### src/rtl/evt_txn_collector.sv
// Event transaction collector: samples val/flag on each event strobe, checks parity and sequence,
// tags each sample and buffers it in a first-word-fall-through FIFO for a ready/valid scoreboard.
module evt_txn_collector #(
  parameter int DATA_W = 8,
  parameter int DEPTH  = 8,
  parameter int CNT_W  = 16
) (
  input  logic                       clk,
  input  logic                       rst_n,
  input  logic                       clear_i,
  input  logic                       evt_i,
  input  logic [DATA_W-1:0]          val_i,
  input  logic                       flag_i,
  output logic                       out_valid,
  input  logic                       out_ready,
  output logic [DATA_W-1:0]          out_val,
  output logic                       out_flag,
  output logic                       out_perr,
  output logic                       out_serr,
  output logic [$clog2(DEPTH):0]     fifo_level,
  output logic [CNT_W-1:0]           trig_count,
  output logic [CNT_W-1:0]           perr_count,
  output logic                       seq_err,
  output logic                       overflow
);

  localparam int ADDR_W = $clog2(DEPTH);
  localparam int PTR_W  = ADDR_W + 1;
  localparam int ENT_W  = DATA_W + 3;

  logic [ENT_W-1:0]  mem_q [DEPTH];
  logic [PTR_W-1:0]  wrPtr_q, wrPtr_d;
  logic [PTR_W-1:0]  rdPtr_q, rdPtr_d;
  logic [CNT_W-1:0]  trigCnt_q, trigCnt_d;
  logic [CNT_W-1:0]  perrCnt_q, perrCnt_d;
  logic              seqErr_q, seqErr_d;
  logic              overflow_q, overflow_d;
  logic              firstSeen_q, firstSeen_d;
  logic [DATA_W-1:0] prevVal_q, prevVal_d;

  logic [PTR_W-1:0]  level;
  logic              isEmpty, isFull;
  logic              pop, push, memWrite;
  logic              perrNow, serrNow;
  logic [DATA_W-1:0] expectedVal;
  logic [ENT_W-1:0]  newEntry, headEntry;

  assign level       = wrPtr_q - rdPtr_q;
  assign isEmpty     = (level == '0);
  assign isFull      = (level == PTR_W'(DEPTH));
  assign pop         = ~isEmpty & out_ready;
  assign push        = evt_i & (~isFull | pop);
  assign memWrite    = push & ~clear_i;
  assign expectedVal = prevVal_q + DATA_W'(1);
  // Flag should be 1 exactly when the value is even.
  assign perrNow     = (flag_i != ~val_i[0]);
  assign serrNow     = firstSeen_q & (val_i != expectedVal);
  assign newEntry    = {serrNow, perrNow, flag_i, val_i};

  always_comb begin
    wrPtr_d     = wrPtr_q;
    rdPtr_d     = rdPtr_q;
    trigCnt_d   = trigCnt_q;
    perrCnt_d   = perrCnt_q;
    seqErr_d    = seqErr_q;
    overflow_d  = overflow_q;
    firstSeen_d = firstSeen_q;
    prevVal_d   = prevVal_q;
    if (clear_i) begin
      wrPtr_d     = '0;
      rdPtr_d     = '0;
      trigCnt_d   = '0;
      perrCnt_d   = '0;
      seqErr_d    = 1'b0;
      overflow_d  = 1'b0;
      firstSeen_d = 1'b0;
      prevVal_d   = '0;
    end else begin
      if (pop) begin
        rdPtr_d = rdPtr_q + PTR_W'(1);
      end
      if (evt_i) begin
        if (trigCnt_q != {CNT_W{1'b1}}) trigCnt_d = trigCnt_q + CNT_W'(1);
        if (perrNow && (perrCnt_q != {CNT_W{1'b1}})) perrCnt_d = perrCnt_q + CNT_W'(1);
        if (serrNow) seqErr_d = 1'b1;
        // Sequence history advances even when the entry itself is dropped.
        prevVal_d   = val_i;
        firstSeen_d = 1'b1;
        if (push) begin
          wrPtr_d = wrPtr_q + PTR_W'(1);
        end else begin
          overflow_d = 1'b1;
        end
      end
    end
  end

  always_ff @(posedge clk or negedge rst_n) begin
    if (!rst_n) begin
      wrPtr_q     <= '0;
      rdPtr_q     <= '0;
      trigCnt_q   <= '0;
      perrCnt_q   <= '0;
      seqErr_q    <= 1'b0;
      overflow_q  <= 1'b0;
      firstSeen_q <= 1'b0;
      prevVal_q   <= '0;
    end else begin
      wrPtr_q     <= wrPtr_d;
      rdPtr_q     <= rdPtr_d;
      trigCnt_q   <= trigCnt_d;
      perrCnt_q   <= perrCnt_d;
      seqErr_q    <= seqErr_d;
      overflow_q  <= overflow_d;
      firstSeen_q <= firstSeen_d;
      prevVal_q   <= prevVal_d;
    end
  end

  always_ff @(posedge clk) begin
    if (memWrite) begin
      mem_q[wrPtr_q[ADDR_W-1:0]] <= newEntry;
    end
  end

  // Head fields are forced to zero while empty so reset leaves every output at 0.
  assign headEntry  = mem_q[rdPtr_q[ADDR_W-1:0]];
  assign out_valid  = ~isEmpty;
  assign out_val    = out_valid ? headEntry[DATA_W-1:0] : '0;
  assign out_flag   = out_valid & headEntry[DATA_W];
  assign out_perr   = out_valid & headEntry[DATA_W+1];
  assign out_serr   = out_valid & headEntry[DATA_W+2];
  assign fifo_level = level;
  assign trig_count = trigCnt_q;
  assign perr_count = perrCnt_q;
  assign seq_err    = seqErr_q;
  assign overflow   = overflow_q;

endmodule

### config.mk
export PLATFORM = sky130hd
export DESIGN_NAME = evt_txn_collector
export DESIGN_NICKNAME = d
export VERILOG_FILES = /design/src/rtl/evt_txn_collector.sv
export SDC_FILE = /design/constraint.sdc
export NUM_CORES = 1
export LEC_CHECK = 0
export BUFFER_PORTS_ARGS = -buffer_cell sky130_fd_sc_hd__buf_2
export CAP_MARGIN = 40
export CORE_MARGIN = 2
export CORE_UTILIZATION = 60
export CTS_CLUSTER_DIAMETER = 150
export DETAILED_ROUTE_END_ITERATION = 8
export PLACE_DENSITY = 0.9
export RECOVER_POWER = 25
export SLEW_MARGIN = 5
export SYNTH_ARGS = -nofsm -noshare
export SYNTH_HDL_FRONTEND = slang
export SYNTH_SLANG_ARGS = --single-unit
### constraint.sdc
create_clock -name clk -period 5.31 [get_ports clk]
set_clock_uncertainty 0.2 [all_clocks]
set_input_delay 0 -clock clk [delete_from_list [all_inputs] [get_ports clk]]
set_output_delay 0 -clock clk [all_outputs]
set_load 0.01 [all_outputs]
# --- Word level (Yosys, flattened, before mapping) ---
# Memory sizes are Yosys's and may differ from the RTL's.
# Index checks and enable logic that the tools add are counted.
totals:
  elab_cells: 70
  ramBits: 88
  latch_bits: 0
  mem_count: 1
  regBits: 51
  romBits: 0
classes:
  bitwise: 12
  add_sub_neg: 6
  order_cmp: 0
  mul: 0
  div_mod_pow: 0
  muxes: 24
  reduce_logical: 13
  eq_ne: 6
  shift: 0
memory_table:
  columns: ["name", "words", "word_bits", "read_ports", "rd_clocked_by_memory_dff", "wr", "line_no", "rtl"]
  rows:
  - ["mem_q", 8, 11, 1, 0, 1, "31", "logic [ENT_W-1:0] mem_q [DEPTH];"]
ops:
  columns: ["cell", "n"]
  rows:
  - ["$mux W16", 6]
  - ["$add A16 B1 Y16 const B", 2]
  - ["$ne A16 B16 Y1 const B", 2]
  - ["$mux W8", 3]
  - ["$mux W4", 5]
  - ["$reduce_bool A2 Y1", 6]
  - ["$mux W1", 10]
  - ["$reduce_and A2 Y1", 5]
  - ["$add A4 B1 Y4 const B", 2]
  - ["$add A8 B1 Y8 const B", 1]
  - ["$ne A8 B8 Y1", 1]
  - ["$and A1 B1 Y1", 7]
  - ["$eq A4 B4 Y1 const B", 1]
  - ["$logic_not A4 Y1", 1]
  - ["$not A1 Y1", 4]
  - ["$sub A4 B4 Y4", 1]
  - ["$ne A2 B2 Y1 const B", 1]
  - ["$logic_and A1 B1 Y1", 1]
  - ["$ne A1 B1 Y1", 1]
  - ["$or A1 B1 Y1", 1]

# --- Depth between registers and ports, before layout ---
depth:
  word_depth: 9
  ltp_mapped: 9

# --- Least setup slack after synthesis ---
# No wires, ideal clock.
synth_path:
  kind: "register to register"
  from: "register rdPtr_q[1]"
  to: "memory mem_q[0][0] in the netlist's numbering, enable pin"
  period_less_slack_ps: 3733
  setup_ps: 408
  setup_slack_ps: 1577
  required_ps: 4702
  t_arrival_ps: 3125
  n_path_buf: 2
  stages_incl_launch_ff: 10
  cell_sequence: "dfrtp_1 > clkbuf_1 > buf_2 > inv_1 > fa_1 > xor2_1 > or4_1 > o21bai_2 > nand2_4 > nor4_1"
synth_via:
  elab_chain_cells: 9
  word_cells_on_any_way: 11
  classes_between: "1 x add/sub; 1 x eq/ne; 2 x mux; 6 x bitwise; 1 x reduce/logical"
synth_rtl:
  columns: ["item", "line_no", "rtl"]
  rows:
  - ["start, declared", "33", "logic [PTR_W-1:0] rdPtr_q, rdPtr_d;"]
  - ["start signal, assigned", "110", "rdPtr_q <= rdPtr_d;"]
  - ["$sub A4 B4 Y4 *", "48", "assign level = wrPtr_q - rdPtr_q;"]
  - ["via fifo_level[2]", "20", "output logic [$clog2(DEPTH):0] fifo_level,"]
  - ["$logic_not A4 Y1", "49", "assign isEmpty = (level == '0);"]
  - ["$not A1 Y1", "51", "assign pop = ~isEmpty & out_ready;"]
  - ["$and A1 B1 Y1", "51", null]
  - ["$or A1 B1 Y1 *", "52", "assign push = evt_i & (~isFull | pop);"]
  - ["$and A1 B1 Y1 *", "52", null]
  - ["$and A1 B1 Y1 *", "53", "assign memWrite = push & ~clear_i;"]
  - ["$mux W1 *", "121", "if (memWrite) begin"]
  - ["$mux W1 (implied by the code) *", "122", "mem_q[wrPtr_q[ADDR_W-1:0]] <= newEntry;"]
  - ["end, declared", "31", null]
# Mark *: on every way through the listed nets, which the timed path passes. The rest lies on a longest branch.

# --- Worst setup path in the final report ---
layout_path:
  from: "register rdPtr_q[0]"
  to: "output out_serr"
layout_via:
  elab_chain_cells: 4
  word_cells_on_any_way: 5
  classes_between: "1 x add/sub; 2 x bitwise; 1 x reduce/logical; 1 x memory"
layout_rtl:
  columns: ["item", "line_no", "rtl"]
  rows:
  - ["$sub A4 B4 Y4", "48", null]
  - ["$logic_not A4 Y1", "49", null]
  - ["$not A1 Y1", "128", "assign out_valid = ~isEmpty;"]
  - ["$and A1 B1 Y1 *", "132", "assign out_serr = out_valid & headEntry[DATA_W+2];"]
  - ["end, declared", "19", "output logic out_serr,"]
# Mark *: on every way between the ends. The rest lies on a longest branch, timed or not.

==> results summary <==
The total power divided by cell area is 408 nW/um^2. On the final layout, the worst hold slack is roughly 0.13 ns. The met2 global-route usage is 0.460. The area fraction of the dominant cell type after synthesis is 0.406. The filler cells instantiated in the layout total 710. The number of hold buffers added after cts is 15. The arithmetic-cell share of the synthesized area counting full adders, half adders and majority gates came out at 0.0184.

The maximum number of pins on one net before global-route repair is 52. The relative slew slack came out at 0.0766. The half-perimeter wire length of the detailed placement result is 9.47 mm. The clock net in this run drives a total of about 140 sinks. Among all flip-flop cells after synthesis, the most frequent one is sky130_fd_sc_hd__edfxtp_1.

After detailed placement, the design holds a cell count of 682. The clock reaches the later pin of the worst-skew pair after 0.53 ns. The library cell used most frequently in the layout, excluding fill and tap cells, is sky130_fd_sc_hd__edfxtp_1.

The critical path in this run is classified as flip-flop to output pin. The data required time at the worst endpoint is 5.11 ns. Yosys attributes the largest share of cell area to sky130_fd_sc_hd__edfxtp_1 41%, sky130_fd_sc_hd__dfrtp_1 20%, sky130_fd_sc_hd__mux4_2 7.6%. The sequential cell area fraction in the yosys report is 0.602. The startpoint identified for the worst register-to-register timing path is rdPtr_q[2]. The reported max-cap violation count came out at 0.

The highest-utilization routing layer at the global route stage is met2. The hold path startpoint is clear_i. Across every metal layer, demand over resource in global routing totals 0.270. The total count of max-transition violations in the final report came to 0. The type of origin of the critical path is a flip-flop. The met3 layer usage reported by global route is 0.0633.

The overall power is 3.14 mW. The arrival time of the worst setup path came out at roughly 3.4 ns. For the pin with the worst max-slew slack, the measured transition is 1.39 ns. The root buffer cell is sky130_fd_sc_hd__clkbuf_8. The synthesized design spends more area on one cell type than any other, namely sky130_fd_sc_hd__edfxtp_1.

TritonCTS built the clock tree. The final cycle utilization of the critical path is 0.679. The clock passes through at most 2 buffers. The cell count after synthesis came out at 488. For this run, the number of Yosys warnings is 0. The horizontal extent of the die is 108 um.

STA classifies the critical path endpoint as an output pin. The share of synthesized registers carrying an async set or reset is 0.367. The number of enable flip-flop cells after synthesis is 88. The number of remaining DRC errors is 0.

The count of non-filler cells in the finished layout came out at ~730. The area of the die is 11700 sq um. The initial core utilization is 0.609. Setup repair after global routing left no endpoint under its margin. The first global-routing pass estimated 23.4 mm of wire. The clock period minus worst slack is 3.61 ns. The number of buffers created by CTS is 17.

Row generation in the floorplan step produced 38 rows. The compound-gate portion of the synthesized area came out at 0.0601. The repair_antennas step left the layout with diodes totalling 0. The setup TNS came out at 0 ns.

The largest vdd supply drop came out at approximately 0.26 mV. After the first detailed-routing iteration, the DRC count stood at between 300 and 400. The area inside the core boundary is 10700 sq um. The H-tree generated during clock tree synthesis spans 4 levels. The depth of the worst hold-timing path is 3. The final setup slack of the worst path is 1.70 ns. Synthesis produced a netlist with a net count of 511.

The synthesized design contains 139 register bits. Once the clock tree was built, the setup fixing pass inserted 0 buffers. Derived from the worst setup path, the maximum achievable clock frequency is between 200 and 300 MHz. The proportion of synthesized area in mux cells came out at 0.102.

The number of gates given a new drive strength after cts came out at 0. In the final layout, the share of cells above drive strength 1 is 0.239. The run finished with clean final reports. The via-per-instance ratio is 6.03. Of the total synthesized cell area, the portion taken by AND, OR, NAND and NOR gates is 0.145. The number of nets at the end of the flow is 599. The die span in y is between 100 and 150 um.

The number of global-route vias before repair is about 4400. The mean post-synth cell area is 13.3 sq um. The detail-routed net length per standard cell came out at about 20 um.

The maximum fanout count along the critical path came out at 27. The number of input and output port buffers inserted is between 60 and 70. The final count of hold timing violations is 0. For this run, global-route usage on met1 was measured as 0.347. The min-delay analysis places its worst path in the category primary input to flip-flop.

The number of top-level design ports came out at 64. The capture endpoint of the worst hold path is rdPtr_q[2]. The routed layout has 4397 vias. The clock transition time at the flip-flop clock pins of the worst setup and hold paths came out at 0.06 ns. The antenna violation net count after detailed routing is 0. The worst setup slack for register-to-register paths is 1.78 ns. The number of cells traversed by the worst register-to-register path is 8. Wires add up to 14.7 mm. The setup slack after placement is a little under 2 ns. The combined area of all synthesized cells came out at 6510 sq um. The initial antenna violation count came out at 0. After synthesis, the largest family of logic cells by area is simple AND/OR/NAND/NOR gates. The reg-to-reg critical path endpoint is mem_q[0][10].

The placer congestion estimate came out at 0.790. The leakage power total came out at 2.91 nW. The area growth from synthesis to final layout came out at 18.2%. Summed over all layers, the global routing overflow is 0. The count of distinct cell types in the synthesized netlist is 64. The final setup violation count came out at 0. The first detailed-routing pass took 4 iterations. Leaving out fill and tap cells, the most frequent cells in the layout are 88 x sky130_fd_sc_hd__edfxtp_1, 52 x sky130_fd_sc_hd__buf_2, 51 x sky130_fd_sc_hd__dfrtp_1. The parity-gate share of the synthesized area counting xor and xnor cells is 0.0509.
logic make-up (layout without fill, tap and decap cells):
group / after synthesis / in the layout
AOI/OAI and AO/OA: 59 / 59
xor gates and xnor gates: 37 / 37
adders and majority gates: 9 / 9
buffers and inverters: 34 / 135
DFF: 139 / 139
muxes: 38 / 38
and+or+nand+nor: 172 / 172
per-stage QoR:
step                cell area, sq um   util
floorplan                       6510      -
global placement                6990  0.653
detailed placement              7020  0.656
CTS                             7710  0.721
global route                    7700  0.720
finish                          7700  0.720
per-layer routing:
| metal | vias up | share of wire | wire length, um |
|---|---|---|---|
| met1 | 2183 | 0.40 | 5880 |
| met4 | 0 | 0.014 | 211 |
| li1 | 2004 | - | - |
| met5 | - | 0 | 0 |
| met3 | 27 | 0.064 | 944 |
| met2 | 183 | 0.52 | 7650 |
registers in the layout, summed over array words and instances, names as in the netlist:
signal	count
firstSeen_q	1
mem_q	88
overflow	1
perr_count	16
prevVal_q	8
rdPtr_q	4
seq_err	1
trig_count	16
wrPtr_q	4
synthesized netlist by cell type, drive strengths merged, types with 2 or more instances:
master	count
a211o	2
a211oi	11
a21oi	25
a31oi	2
and2	3
and3	5
and4	8
buf	11
clkbuf	10
dfrtp	51
edfxtp	88
ha	8
inv	13
mux2	2
mux2i	14
mux4	22
nand2	38
nand2b	11
nand3	12
nand3b	2
nand4	12
nor2	48
nor2b	4
nor3	12
nor4	7
nor4b	3
o2111ai	2
o21ai	6
or2	2
or3	3
xnor2	29
xor2	8
worst max-delay path, stage by stage (launching register included):
cell and delay (ns):
sky130_fd_sc_hd__dfrtp_1 0.33, sky130_fd_sc_hd__buf_4 0.41, sky130_fd_sc_hd__ha_1 0.28, sky130_fd_sc_hd__inv_1 0.08, sky130_fd_sc_hd__fa_1 0.39, sky130_fd_sc_hd__xor2_1 0.19, sky130_fd_sc_hd__or3_4 0.38, sky130_fd_sc_hd__nor3_4 0.49
sky130_fd_sc_hd__a21oi_1 0.13, sky130_fd_sc_hd__buf_2 0.18
worst max-delay path by stage:
stage	start	to	slack [ns]	cells past startpoint
after global routing	rdPtr_q[0]	out_val[5]	1.52	9
final	rdPtr_q[0]	out_serr	1.70	9
after detailed placement	rdPtr_q[2]	mem_q[0][5]	1.93	8
after CTS	rdPtr_q[0]	out_serr	1.68	9
after global placement	rdPtr_q[2]	mem_q[0][3]	1.83	7
after floorplan	rdPtr_q[1]	mem_q[0][0]	1.58	9
power breakdown:
part / leakage, nW / total (mW) / internal (mW) / switching (mW)
combinational: 1.16 / 0.832 / 0.354 / 0.478
clock: 0.260 / 1.08 / 0.590 / 0.494
sequential: 1.50 / 1.22 / 1.20 / 0.0286
total: 2.91 / 3.14 / 2.14 / 1.00
final cells by class:
type | count | area [sq um] | share of cell area
multi-input combinational | 315 | 2460 | 0.319
sequential | 139 | 3920 | 0.509
timing repair buffer | 90 | 554 | 0.0720
clock buffer | 17 | 414 | 0.0538
inverter | 13 | 48.8 | 0.00634
clock inverter | 15 | 130 | 0.0169
tap | 140 | 175 | 0.0227
Note: power is estimated with default switching activity, not from simulation.
